### src/rtl/syn_fifo_pkg.sv
// Shared definitions for the syn_fifo_flags FIFO: size helpers and the
// error-code enum used when classifying overflow/underflow events.
package syn_fifo_pkg;

  function automatic int fifo_depth(input int addr_width);
    return 1 << addr_width;
  endfunction

  function automatic int count_width(input int addr_width);
    return addr_width + 1;
  endfunction

  typedef enum logic [1:0] {
    ERR_NONE,
    ERR_OVF,
    ERR_UDF
  } fifo_err_e;

endpackage

### src/rtl/syn_fifo_mem.sv
// Dual-port FIFO storage: synchronous write, asynchronous read, no reset.
module syn_fifo_mem
  import syn_fifo_pkg::*;
#(
  parameter int DATA_WIDTH = 8,
  parameter int ADDR_WIDTH = 3
) (
  input  logic                  clk,
  input  logic                  we,
  input  logic [ADDR_WIDTH-1:0] waddr,
  input  logic [DATA_WIDTH-1:0] wdata,
  input  logic [ADDR_WIDTH-1:0] raddr,
  output logic [DATA_WIDTH-1:0] rdata
);

  localparam int DEPTH = fifo_depth(ADDR_WIDTH);

  logic [DATA_WIDTH-1:0] mem [DEPTH];

  // Write port: store the word on an accepted write.
  always_ff @(posedge clk) begin
    if (we) mem[waddr] <= wdata;
  end

  assign rdata = mem[raddr];

endmodule

### src/rtl/syn_fifo_flags.sv
// Synchronous FIFO with occupancy count, almost-full/almost-empty
// thresholds, overflow/underflow pulses and a read-data valid strobe.
// Define SYN_FIFO_FWFT_EN for first-word-fall-through output.
module syn_fifo_flags
  import syn_fifo_pkg::*;
#(
  parameter int DATA_WIDTH = 8,
  parameter int ADDR_WIDTH = 3,
  parameter int AF_THRESH  = 6,
  parameter int AE_THRESH  = 1
) (
  input  logic                  clk,
  input  logic                  rst,
  input  logic                  wr_cs,
  input  logic                  wr_en,
  input  logic [DATA_WIDTH-1:0] data_in,
  input  logic                  rd_cs,
  input  logic                  rd_en,
  output logic [DATA_WIDTH-1:0] data_out,
  output logic                  data_valid,
  output logic                  full,
  output logic                  empty,
  output logic                  almost_full,
  output logic                  almost_empty,
  output logic [ADDR_WIDTH:0]   count,
  output logic                  overflow,
  output logic                  underflow
);

  localparam int DEPTH = fifo_depth(ADDR_WIDTH);
  localparam int CW    = count_width(ADDR_WIDTH);

  if (AF_THRESH < 1 || AF_THRESH > DEPTH || AE_THRESH < 0 || AE_THRESH >= DEPTH) begin : g_bad_thresh
    $error("syn_fifo_flags: AF_THRESH must be 1..DEPTH and AE_THRESH 0..DEPTH-1");
  end

  logic [ADDR_WIDTH-1:0] wr_ptr;
  logic [ADDR_WIDTH-1:0] rd_ptr;
  logic [CW-1:0]         count_q;
  logic [DATA_WIDTH-1:0] mem_rdata;
  logic                  wr_req;
  logic                  rd_req;
  logic                  wr_acc;
  logic                  rd_acc;

  assign wr_req = wr_cs & wr_en;
  assign rd_req = rd_cs & rd_en;
  assign wr_acc = wr_req & ~full;
  assign rd_acc = rd_req & ~empty;

  assign count        = count_q;
  assign full         = (count_q == CW'(DEPTH));
  assign empty        = (count_q == '0);
  assign almost_full  = (count_q >= CW'(AF_THRESH));
  assign almost_empty = (count_q <= CW'(AE_THRESH));

  syn_fifo_mem #(
    .DATA_WIDTH(DATA_WIDTH),
    .ADDR_WIDTH(ADDR_WIDTH)
  ) u_mem (
    .clk  (clk),
    .we   (wr_acc),
    .waddr(wr_ptr),
    .wdata(data_in),
    .raddr(rd_ptr),
    .rdata(mem_rdata)
  );

  // Pointers and occupancy; depth is a power of two so pointers wrap naturally.
  always_ff @(posedge clk) begin
    if (rst) begin
      wr_ptr  <= '0;
      rd_ptr  <= '0;
      count_q <= '0;
    end else begin
      if (wr_acc) wr_ptr <= wr_ptr + ADDR_WIDTH'(1);
      if (rd_acc) rd_ptr <= rd_ptr + ADDR_WIDTH'(1);
      case ({wr_acc, rd_acc})
        2'b10:   count_q <= count_q + CW'(1);
        2'b01:   count_q <= count_q - CW'(1);
        default: count_q <= count_q;
      endcase
    end
  end

  // Error pulses: one cycle per rejected request, decided on pre-edge flags.
  always_ff @(posedge clk) begin
    if (rst) begin
      overflow  <= 1'b0;
      underflow <= 1'b0;
    end else begin
      overflow  <= wr_req & full;
      underflow <= rd_req & empty;
    end
  end

`ifdef SYN_FIFO_FWFT_EN
  // Head word is always visible; valid whenever the FIFO holds data.
  assign data_out   = mem_rdata;
  assign data_valid = ~empty;
`else
  // Registered read: capture the head on an accepted read, hold otherwise.
  always_ff @(posedge clk) begin
    if (rst) begin
      data_out   <= '0;
      data_valid <= 1'b0;
    end else begin
      data_valid <= rd_acc;
      if (rd_acc) data_out <= mem_rdata;
    end
  end
`endif

endmodule

### config.mk
export PLATFORM = sky130hd
export DESIGN_NAME = syn_fifo_flags
export DESIGN_NICKNAME = d
export VERILOG_FILES = /design/src/rtl/syn_fifo_pkg.sv /design/src/rtl/syn_fifo_mem.sv /design/src/rtl/syn_fifo_flags.sv
export SDC_FILE = /design/constraint.sdc
export NUM_CORES = 1
export LEC_CHECK = 0
export ABC_AREA = 0
export ABC_CLOCK_PERIOD_IN_PS = 3100
export CORE_MARGIN = 5
export CORE_UTILIZATION = 49
export CTS_CLUSTER_DIAMETER = 120
export DETAILED_ROUTE_END_ITERATION = 10
export HOLD_SLACK_MARGIN = 0.08
export PLACE_DENSITY_LB_ADDON = 0.25
export REMOVE_ABC_BUFFERS = 1
export SYNTH_ARGS = -nofsm -noshare
export SYNTH_HDL_FRONTEND = slang
export SYNTH_SLANG_ARGS = --single-unit
### constraint.sdc
create_clock -name clk -period 3.1 [get_ports clk]
set_clock_uncertainty 0.1 [all_clocks]
set_input_delay 0.31 -clock clk [delete_from_list [all_inputs] [get_ports clk]]
set_output_delay 0.31 -clock clk [all_outputs]
set_load 0.02 [all_outputs]
==> run_results.csv, run 1 <==
group,metric,value,unit
outcome,status,"completed",
floorplan,dieHeight,93.3,um
critical_path,startpoint,"count[0]",
finish,nFillCells,515,
finish,fin_cells,349,
logic_synthesis,synth_most_common_cell,"edfxtp_1",
worst_hold_path,min_path_type,"reg -> reg",
finish,nets,285,
global_routing,grt_pass1_vias,1855,
route,ant_nets,0,
route,drt_iter0_markers,122,
logic_synthesis,async_reset_ff_share,0,%
logic_synthesis,synth_seq_area_share,68.9,%
power_and_ir_drop,power,2.49,mW
power_and_ir_drop,power_density,610,nW/um^2
logic_synthesis,synth_cells,220,
floorplan,rows,30,
sta,fmax,380,MHz
sta,fin_crit_sh,84.9,%
power_and_ir_drop,ir_drop,0.419,mV
critical_path,worstSetupPathType,"reg -> out",
critical_path,start_kind,"register",
floorplan,die_area,8700,um^2
sta,maxSlewViolCount,0,
finish,final_core_util,60.4,%
clocking,postCtsHoldBufs,0,
clocking,cts_tree,"done",
critical_path,crit_slowest_cell,"clkdlybuf4s50_1",
sta,worst_pin_slew,0.800,ns
floorplan,start_util,50.3,%
sta,setup_viol,0,
logic_synthesis,synth.top_cells.by_count,"64 x edfxtp_1, 21 x dfxtp_1, 21 x nor2_1",
critical_path,critPathRequiredTime,2.69,ns
sta,setup_tns,0,ns
finish,drive_gt1_share,11.2,%
clocking,cts-buffers-inserted,9,
clocking,clk_latency,0.35,ns
critical_path,critPathMostFrequentCell,"inv_1",
placed_design,portBuffers,32,
critical_path,rrSetupSlack,0.51,ns
route,vias,1901,
global_routing,grt_pass1_wl,9740,um
logic_synthesis,yosysTopAreaCellShare,56.6,%
route,postRouteWirelength,6190,um
global_routing,grt_max_degree,22,
floorplan,io_pins,33,
clocking,cts_max_path_buffers,2,
critical_path,crit_end,"empty",
logic_synthesis,synth.largest_area_cell,"edfxtp_1",
critical_path,worstPathMaxFanout,7,
critical_path,cp-end-kind,"output port",
global_routing,grt_overflow,0,
route,vias_per_cell,5.45,
route,firstDrtPassIters,4,
critical_path,cpPeakStageDelay,0.59,ns
critical_path,arrival,2.22,ns
power_and_ir_drop,p_leak,1.38,nW
clocking,post_cts_buffers,0,
sta,post-route-min-period,2.63,ns
finish,area_growth,20.1,%
logic_synthesis,synth_warnings,0,
placed_design,hpwl,4060,um
clocking,clockRootBuffer,"clkbuf_8",
logic_synthesis,avgSynthCellArea,15.4,um^2
critical_path,path_cells,"inv_1, ha_1, or3b_2, inv_1, clkdlybuf4s50_1",
global_routing,antenna_found_initial,0,
critical_path,rr_startpoint,"count[0]",
floorplan,coreArea,6760,um^2
logic_synthesis,yosys-top-cells-area,"edfxtp_1 57%, dfxtp_1 12%, mux2i_1 5.3%",
placed_design,placed_cells,333,
clocking,ctsResizeCount,0,
clocking,path_clk_slew,0.08,ns
logic_synthesis,ys_types,34,
floorplan,die_w,93.3,um
global_routing,grt.total_usage,15.6,%
route,post_drt_wl_per_cell,17.7,um
clocking,cts_sinks,85,
placed_design,gp_congestion,0.709,
critical_path,r2r_cells,9,
logic_synthesis,synth_seq_cells,85,
finish,antenna_cells,0,
run,maxCapViolations,0,
logic_synthesis,syn_area,3400,um^2
critical_path,rr_endpoint,"count[3]",
clocking,cts_max_level,3,
logic_synthesis,synth_edf_count,64,
sta,rsz0062_at_grt,"no",
sta,finalHoldViolations,0,
sta,slew_headroom,46.5,%
logic_synthesis,synth_flop_cell,"edfxtp_1",
route,drc_errors,0,
## worst min path at each step
stage                  endpoint         from  slack, ns  cells after the start
finish              data_out[7]  data_out[7]       0.39                      2
global route        data_out[5]  data_out[5]       0.42                      2
CTS                 data_out[7]  data_out[7]       0.39                      2
detailed placement  data_out[7]  data_out[7]       0.38                      2
global placement    data_out[3]  data_out[3]       0.38                      2
floorplan              count[2]          rst       0.28                      1
## layer usage
metal	track usage (%)	wire length (um)
met1	18.6	2590
met2	26.8	3240
met3	4.34	296
met4	5.86	67
met5	0	0
## cell type report
type / instances / area [um^2] / area share (%)
inverters: 5 / 18.8 / 0.460
multi-input cells: 119 / 957 / 23.5
clock buffers: 10 / 128 / 3.13
well taps: 80 / 100 / 2.45
repair buffers: 44 / 423 / 10.4
clock inverters: 6 / 111 / 2.73
flip-flops and latches: 85 / 2340 / 57.4
## cells in the final DEF, fill, tap and decap left out, drive strengths merged
cell type,netlist,final
nor4,1,1
nand4b,1,1
or4b,1,1
nand2b,4,4
o22ai,8,8
clkinvlp,0,1
and2,1,1
dfxtp,21,21
nand4,2,2
clkbuf,2,10
edfxtp,64,64
bufinv,0,3
clkdlybuf4s50,0,32
nand2,5,5
mux2i,18,18
nand3,2,2
or3,1,1
a21oi,3,3
buf,9,12
nor3b,1,1
mux4,8,8
xor2,5,5
o21ai,2,2
or2,1,1
clkinv,0,2
or3b,1,1
inv,5,5
ha,7,7
nor2,21,21
a211oi,9,9
xnor2,2,2
nor3,14,14
nand3b,1,1
## report_power, final
group	switching (mW)	internal [mW]
clock network	0.378	0.535
registers	0.0262	1.25
logic	0.155	0.143
total	0.559	1.93
## sequential cells by signal, indices dropped and copies added (netlist names)
signal and cells:
count 4, data_out 8, data_valid 1, overflow 1
rd_ptr 3, u_mem.mem 64, underflow 1, wr_ptr 3
## kinds of logic (layout without fill, tap and decap cells)
kind of cell | after synthesis | count (layout) | synth area share, %
AO/OA/AOI/OAI | 22 | 22 | 4.20
AND/OR/NAND/NOR | 57 | 57 | 8.32
flip-flops | 85 | 85 | 68.9
XOR/XNOR | 7 | 7 | 1.80
adder cells (fa/ha/maj) | 7 | 7 | 2.58
multiplexers | 26 | 26 | 11.3
buffers and inverters | 16 | 65 | 2.91
## through the flow
| step | hold slack [ns] | setup WS (ns) | cell area [um^2] |
|---|---|---|---|
| floorplan | 0.279 | 0.354 | 3320 |
| global route | 0.419 | 0.291 | 4080 |
| detailed placement | 0.379 | 0.553 | 3840 |
| finish | 0.391 | 0.469 | 4080 |
| CTS | 0.395 | 0.448 | 4080 |
| global placement | 0.380 | 0.644 | 3840 |
## worst max-delay path, delay by kind of cell, from the launching register on
kind                     cells  cell delay, ns
flip-flops                   1            0.39
buffers and inverters        3            0.78
adder cells (fa/ha/maj)      1            0.21
AND/OR/NAND/NOR              1            0.50
Power figures use the tool's default switching activity.
==> run 2, diff against run 1 <==
Settings changed: ABC_CLOCK_PERIOD_IN_PS 3100 to 2460.
Clock period 3.1 ns to 2.46 ns, I/O delays scaled along.
==> run_results.csv, run 2 (synthesized netlist as in run 1, its figures left out) <==
group,metric,value,unit
outcome,status,"completed",
clocking,path_clk_slew,0.09,ns
finish,area_growth,19.4,%
floorplan,dieHeight,93.3,um
floorplan,die_area,8700,um^2
critical_path,path_cells,"inv_1, ha_1, or3b_2, nand2_1, inv_1, ha_2, or3_1, a21oi_1",
placed_design,portBuffers,32,
route,vias_per_cell,5.49,
route,firstDrtPassIters,4,
route,postRouteWirelength,6390,um
floorplan,io_pins,33,
global_routing,antenna_found_initial,0,
power_and_ir_drop,power,2.88,mW
clocking,cts_sinks,85,
finish,drive_gt1_share,13.5,%
finish,final_common_cell,"edfxtp_1",
floorplan,rows,30,
global_routing,grt_overflow,0,
critical_path,worstSetupPathType,"reg -> reg",
global_routing,grtUsageMet3,4.59,%
global_routing,grt_max_degree,22,
global_routing,top_usage_layer,"met2",
sta,rsz0062_at_grt,"no",
finish,antenna_cells,0,
finish,fin_cells,355,
clocking,cts_max_level,3,
clocking,cts-buffers-inserted,9,
finish,largest_register_ffs,64,
critical_path,cp-end-kind,"register",
route,vias,1948,
placed_design,placed_cells,339,
global_routing,grt_pass1_vias,1972,
clocking,cts_tree,"done",
critical_path,critPathRequiredTime,2.62,ns
critical_path,start_kind,"register",
critical_path,crit_slowest_cell,"or3b_2",
route,drt_iter0_markers,140,
route,post_drt_wl_per_cell,18.0,um
finish,nFillCells,532,
floorplan,start_util,50.3,%
global_routing,grt.total_usage,16.0,%
sta,finalHoldViolations,0,
global_routing,grt_pass1_wl,10100,um
global_routing,grt_use_met1,19.4,%
finish,regMostFlops,"u_mem.mem",
clocking,postCtsHoldBufs,0,
route,ant_nets,0,
clocking,post_cts_buffers,0,
placed_design,hpwl,4130,um
placed_design,post_dp_cell_area,3870,um^2
sta,worst_pin_slew,0.847,ns
sta,slew_headroom,43.3,%
finish,final_cell_mix,"64 x edfxtp_1, 31 x clkdlybuf4s50_1, 21 x nor2_1, 21 x dfxtp_1",
run,maxCapViolations,0,
critical_path,cp.buffers_inverters,2,
critical_path,cpPeakStageDelay,0.49,ns
power_and_ir_drop,ir_drop,0.469,mV
sta,fmax,439,MHz
clocking,ctsResizeCount,0,
floorplan,coreArea,6760,um^2
critical_path,arrival,2.44,ns
sta,post-route-min-period,2.28,ns
finish,postLayoutCellArea,4060,um^2
clocking,clk_latency,0.35,ns
floorplan,die_w,93.3,um
critical_path,worstPathMaxFanout,6,
clocking,cts_max_path_buffers,2,
worst_hold_path,min_path_type,"reg -> reg",
global_routing,met2_usage,26.5,%
finish,nets,291,
route,drc_errors,0,
placed_design,gp_congestion,0.765,
clocking,clockRootBuffer,"clkbuf_8",
critical_path,cpLargestDelayFamily,"simple AND/OR/NAND/NOR gates",
sta,fin_crit_sh,92.7,%
sta,maxSlewViolCount,0,
power_and_ir_drop,power_density,709,nW/um^2
sta,setup_viol,0,
power_and_ir_drop,p_leak,1.38,nW
critical_path,critPathMostFrequentCell,"inv_1",
-- run 2: cell types whose count changed in the layout (fill, tap and decap cells not counted), sizes merged --
cell / previous run / this run
buf: 12 / 18
bufinv: 3 / 0
clkinv: 2 / 4
clkdlybuf4s50: 32 / 31
dlymetal6s2s: 0 / 1
inv: 5 / 6
-- run 2: report_power, final --
part           switching, mW  internal (mW)
clock network          0.488          0.391
logic                  0.211          0.191
registers             0.0194           1.58
-- run 2: layer usage --
layer	part of all wire, %	vias to the layer above	wire length, um
li1	-	942	-
met1	44	960	2800
met2	51	41	3280
met3	4.1	5	262
met4	0.69	0	44
met5	0	-	0
-- run 2: final timing paths --
check                           slack [ns]  cells after the start   startpoint     endpoint
worst max-delay path                  0.18                      8     count[1]     count[2]
worst min-delay path                  0.39                      2  data_out[2]  data_out[2]
worst max register to register        0.18                      8     count[1]     count[2]
worst min register to register        0.39                      2  data_out[2]  data_out[2]
-- run 2: final cells by class --
cell class                      instances  area [um^2]  area share (%)
Clock buffer                           10          138            3.39
Clock inverter                          6         37.5           0.925
Inverter                                5         18.8           0.462
Multi-Input combinational cell        119          965            23.8
Sequential cell                        85         2340            57.7
Tap cell                               80          100            2.47
Timing Repair Buffer                   50          458            11.3
-- run 2: per-stage QoR --
stage,setup TNS [ns],hold slack [ns],util (%),setup WS (ns)
floorplan,-1.68,0.215,-,-0.286
global placement,0,0.379,57.3,0.193
detailed placement,0,0.379,57.3,0.145
CTS,0,0.395,59.9,0.00234
global route,0,0.422,60.1,0.0147
finish,0,0.391,60.1,0.180
-- run 2: worst reg2reg max path, delay by kind of cell, from the launching register on --
family | cells | cell delay, ns
AOI/OAI and AO/OA | 1 | 0.15
adders and majority gates | 2 | 0.49
buffers and inverters | 2 | 0.15
DFF | 1 | 0.32
and+or+nand+nor | 3 | 0.96
==> run 3, diff against run 2 <==
Settings changed: ABC_CLOCK_PERIOD_IN_PS 2460 to 2800, CORE_MARGIN 5 to unset.
Clock period 2.46 ns to 2.8 ns, I/O delays scaled along.
==> run_results.csv, run 3 (synthesized netlist as in run 1, its figures left out) <==
group,metric,value,unit
floorplan,die_area,7270,um^2
critical_path,worstPathMaxFanout,7,
sta,slew_headroom,44.6,%
power_and_ir_drop,p_sw,0.636,mW
floorplan,dieHeight,85.3,um
global_routing,antenna_found_initial,0,
global_routing,met2_usage,33.7,%
clocking,clk_latency,0.35,ns
route,postRouteWirelength,6250,um
sta,timing.final.ws_setup,0.184,ns
floorplan,io_pins,33,
finish,regMostFlops,"u_mem.mem",
route,drc_errors,0,
finish,area_growth,19.7,%
route,firstDrtPassIters,4,
power_and_ir_drop,p_int,1.97,mW
floorplan,coreArea,6530,um^2
placed_design,gp_congestion,0.793,
sta,setup_viol,0,
global_routing,grt.total_usage,18.8,%
floorplan,start_util,52.0,%
route,vias,1983,
power_and_ir_drop,combinationalPowerShare,12.6,%
route,post_drt_wl_per_cell,17.8,um
power_and_ir_drop,p_leak,1.38,nW
critical_path,cp-end-kind,"output port",
finish,final_common_cell,"edfxtp_1",
finish,nets,291,
critical_path,arrival,2.24,ns
clocking,cts_tree,"done",
critical_path,cp.buffers_inverters,3,
sta,setup_tns,0,ns
critical_path,cpLargestDelayFamily,"buffers and inverters",
finish,largest_register_ffs,64,
critical_path,cpPeakStageDelay,0.59,ns
sta,fmax,382,MHz
critical_path,worstSetupPathType,"reg -> out",
finish,antenna_cells,0,
global_routing,grt_max_degree,22,
finish,multi_input_area,957,um^2
clocking,cts_max_level,3,
placed_design,placed_cells,336,
sta,maxSlewViolCount,0,
clocking,cts-buffers-inserted,9,
sta,post-route-min-period,2.62,ns
sta,hold_slack,0.394,ns
route,vias_per_cell,5.63,
power_and_ir_drop,power_density,640,nW/um^2
clocking,clockRootBuffer,"clkbuf_8",
global_routing,top_usage_layer,"met2",
floorplan,rows,29,
finish,fin_cells,352,
clocking,cts_max_path_buffers,2,
clocking,postCtsHoldBufs,0,
power_and_ir_drop,ir_drop,0.360,mV
sta,worst_pin_slew,0.829,ns
power_and_ir_drop,seqPwrFrac,54.5,%
critical_path,start_kind,"register",
sta,fin_crit_sh,93.4,%
placed_design,hpwl,4230,um
sta,finalHoldViolations,0,
global_routing,grt_pass1_wl,9760,um
power_and_ir_drop,p_clk_share,32.8,%
global_routing,grtUsageMet3,5.45,%
finish,final_cell_mix,"64 x edfxtp_1, 32 x clkdlybuf4s50_1, 21 x nor2_1, 21 x dfxtp_1",
critical_path,critPathRequiredTime,2.42,ns
placed_design,portBuffers,32,
global_routing,grt_overflow,0,
clocking,ctsResizeCount,0,
global_routing,grt_pass1_vias,1959,
critical_path,critPathMostFrequentCell,"inv_1",
critical_path,path_cells,"inv_1, ha_1, or3b_2, inv_1, clkdlybuf4s50_1",
route,drt_iter0_markers,120,
global_routing,grt_use_met1,20.6,%
clocking,post_cts_buffers,0,
finish,drive_gt1_share,13.1,%
clocking,cts_sinks,85,
floorplan,die_w,85.3,um
route,ant_nets,0,
finish,regArea,2340,um^2
run,maxCapViolations,0,
finish,nFillCells,503,
clocking,path_clk_slew,0.08,ns
power_and_ir_drop,power,2.60,mW
placed_design,place_ws,0.296,ns
critical_path,crit_slowest_cell,"clkdlybuf4s50_1",
outcome,status,"completed",
power_and_ir_drop,p_sw_share,24.4,%
worst_hold_path,min_path_type,"reg -> reg",
sta,rsz0062_at_grt,"no",
[run 3: cell types whose count changed in the layout (fill, tap and decap cells not counted), sizes merged]
| cell | previous run | this run |
|---|---|---|
| bufinv | 0 | 1 |
| clkdlybuf4s50 | 31 | 32 |
| clkinv | 4 | 1 |
| clkinvlp | 1 | 2 |
| dlymetal6s2s | 1 | 0 |
| inv | 6 | 7 |
[run 3: stage by stage]
step	util, %	cell area [um^2]
final	62.3	4070
after global routing	62.3	4070
after CTS	62.3	4070
after detailed placement	59.3	3870
after global placement	59.3	3870
after floorplan	-	3320
[run 3: layout make-up]
type                       count  share of cell area, %
inverter                       5                  0.461
clock inverter                 6                   1.75
clock buffer                  10                   3.14
timing repair buffer          50                   11.2
tap                           77                   2.37
multi-input combinational    119                   23.5
sequential                    85                   57.6
[run 3: metal layers]
metal | wire (um) | up-vias
li1 | - | 944
met1 | 2480 | 975
met2 | 3420 | 51
met3 | 240 | 13
met4 | 122 | 0
met5 | 0 | -
[run 3: final timing paths]
| kind | endpoint | depth (start not counted) | startpoint | slack, ns |
|---|---|---|---|---|
| worst max-delay path | empty | 5 | count[0] | 0.18 |
| worst min-delay path | data_out[3] | 2 | data_out[3] | 0.39 |
| worst max register to register | count[3] | 10 | count[0] | 0.28 |
| worst min register to register | data_out[3] | 2 | data_out[3] | 0.39 |
[run 3: power by group through the flow]
stage               Clock [mW]  Sequential, mW  Combinational, mW
global placement             0            1.45              0.324
global route             0.928            1.43              0.356
detailed placement           0            1.45              0.329
floorplan                    0            1.48              0.151
finish                   0.855            1.42              0.328
CTS                      0.872            1.42              0.330
[run 3: worst reg2reg max path, delay by kind of cell (launching register included)]
family,cells,cell delay [ns]
flops,1,0.46
simple gates,4,0.81
xor+xnor,1,0.13
buf+inv,2,0.20
fa+ha+maj,2,0.48
compound gates,1,0.19
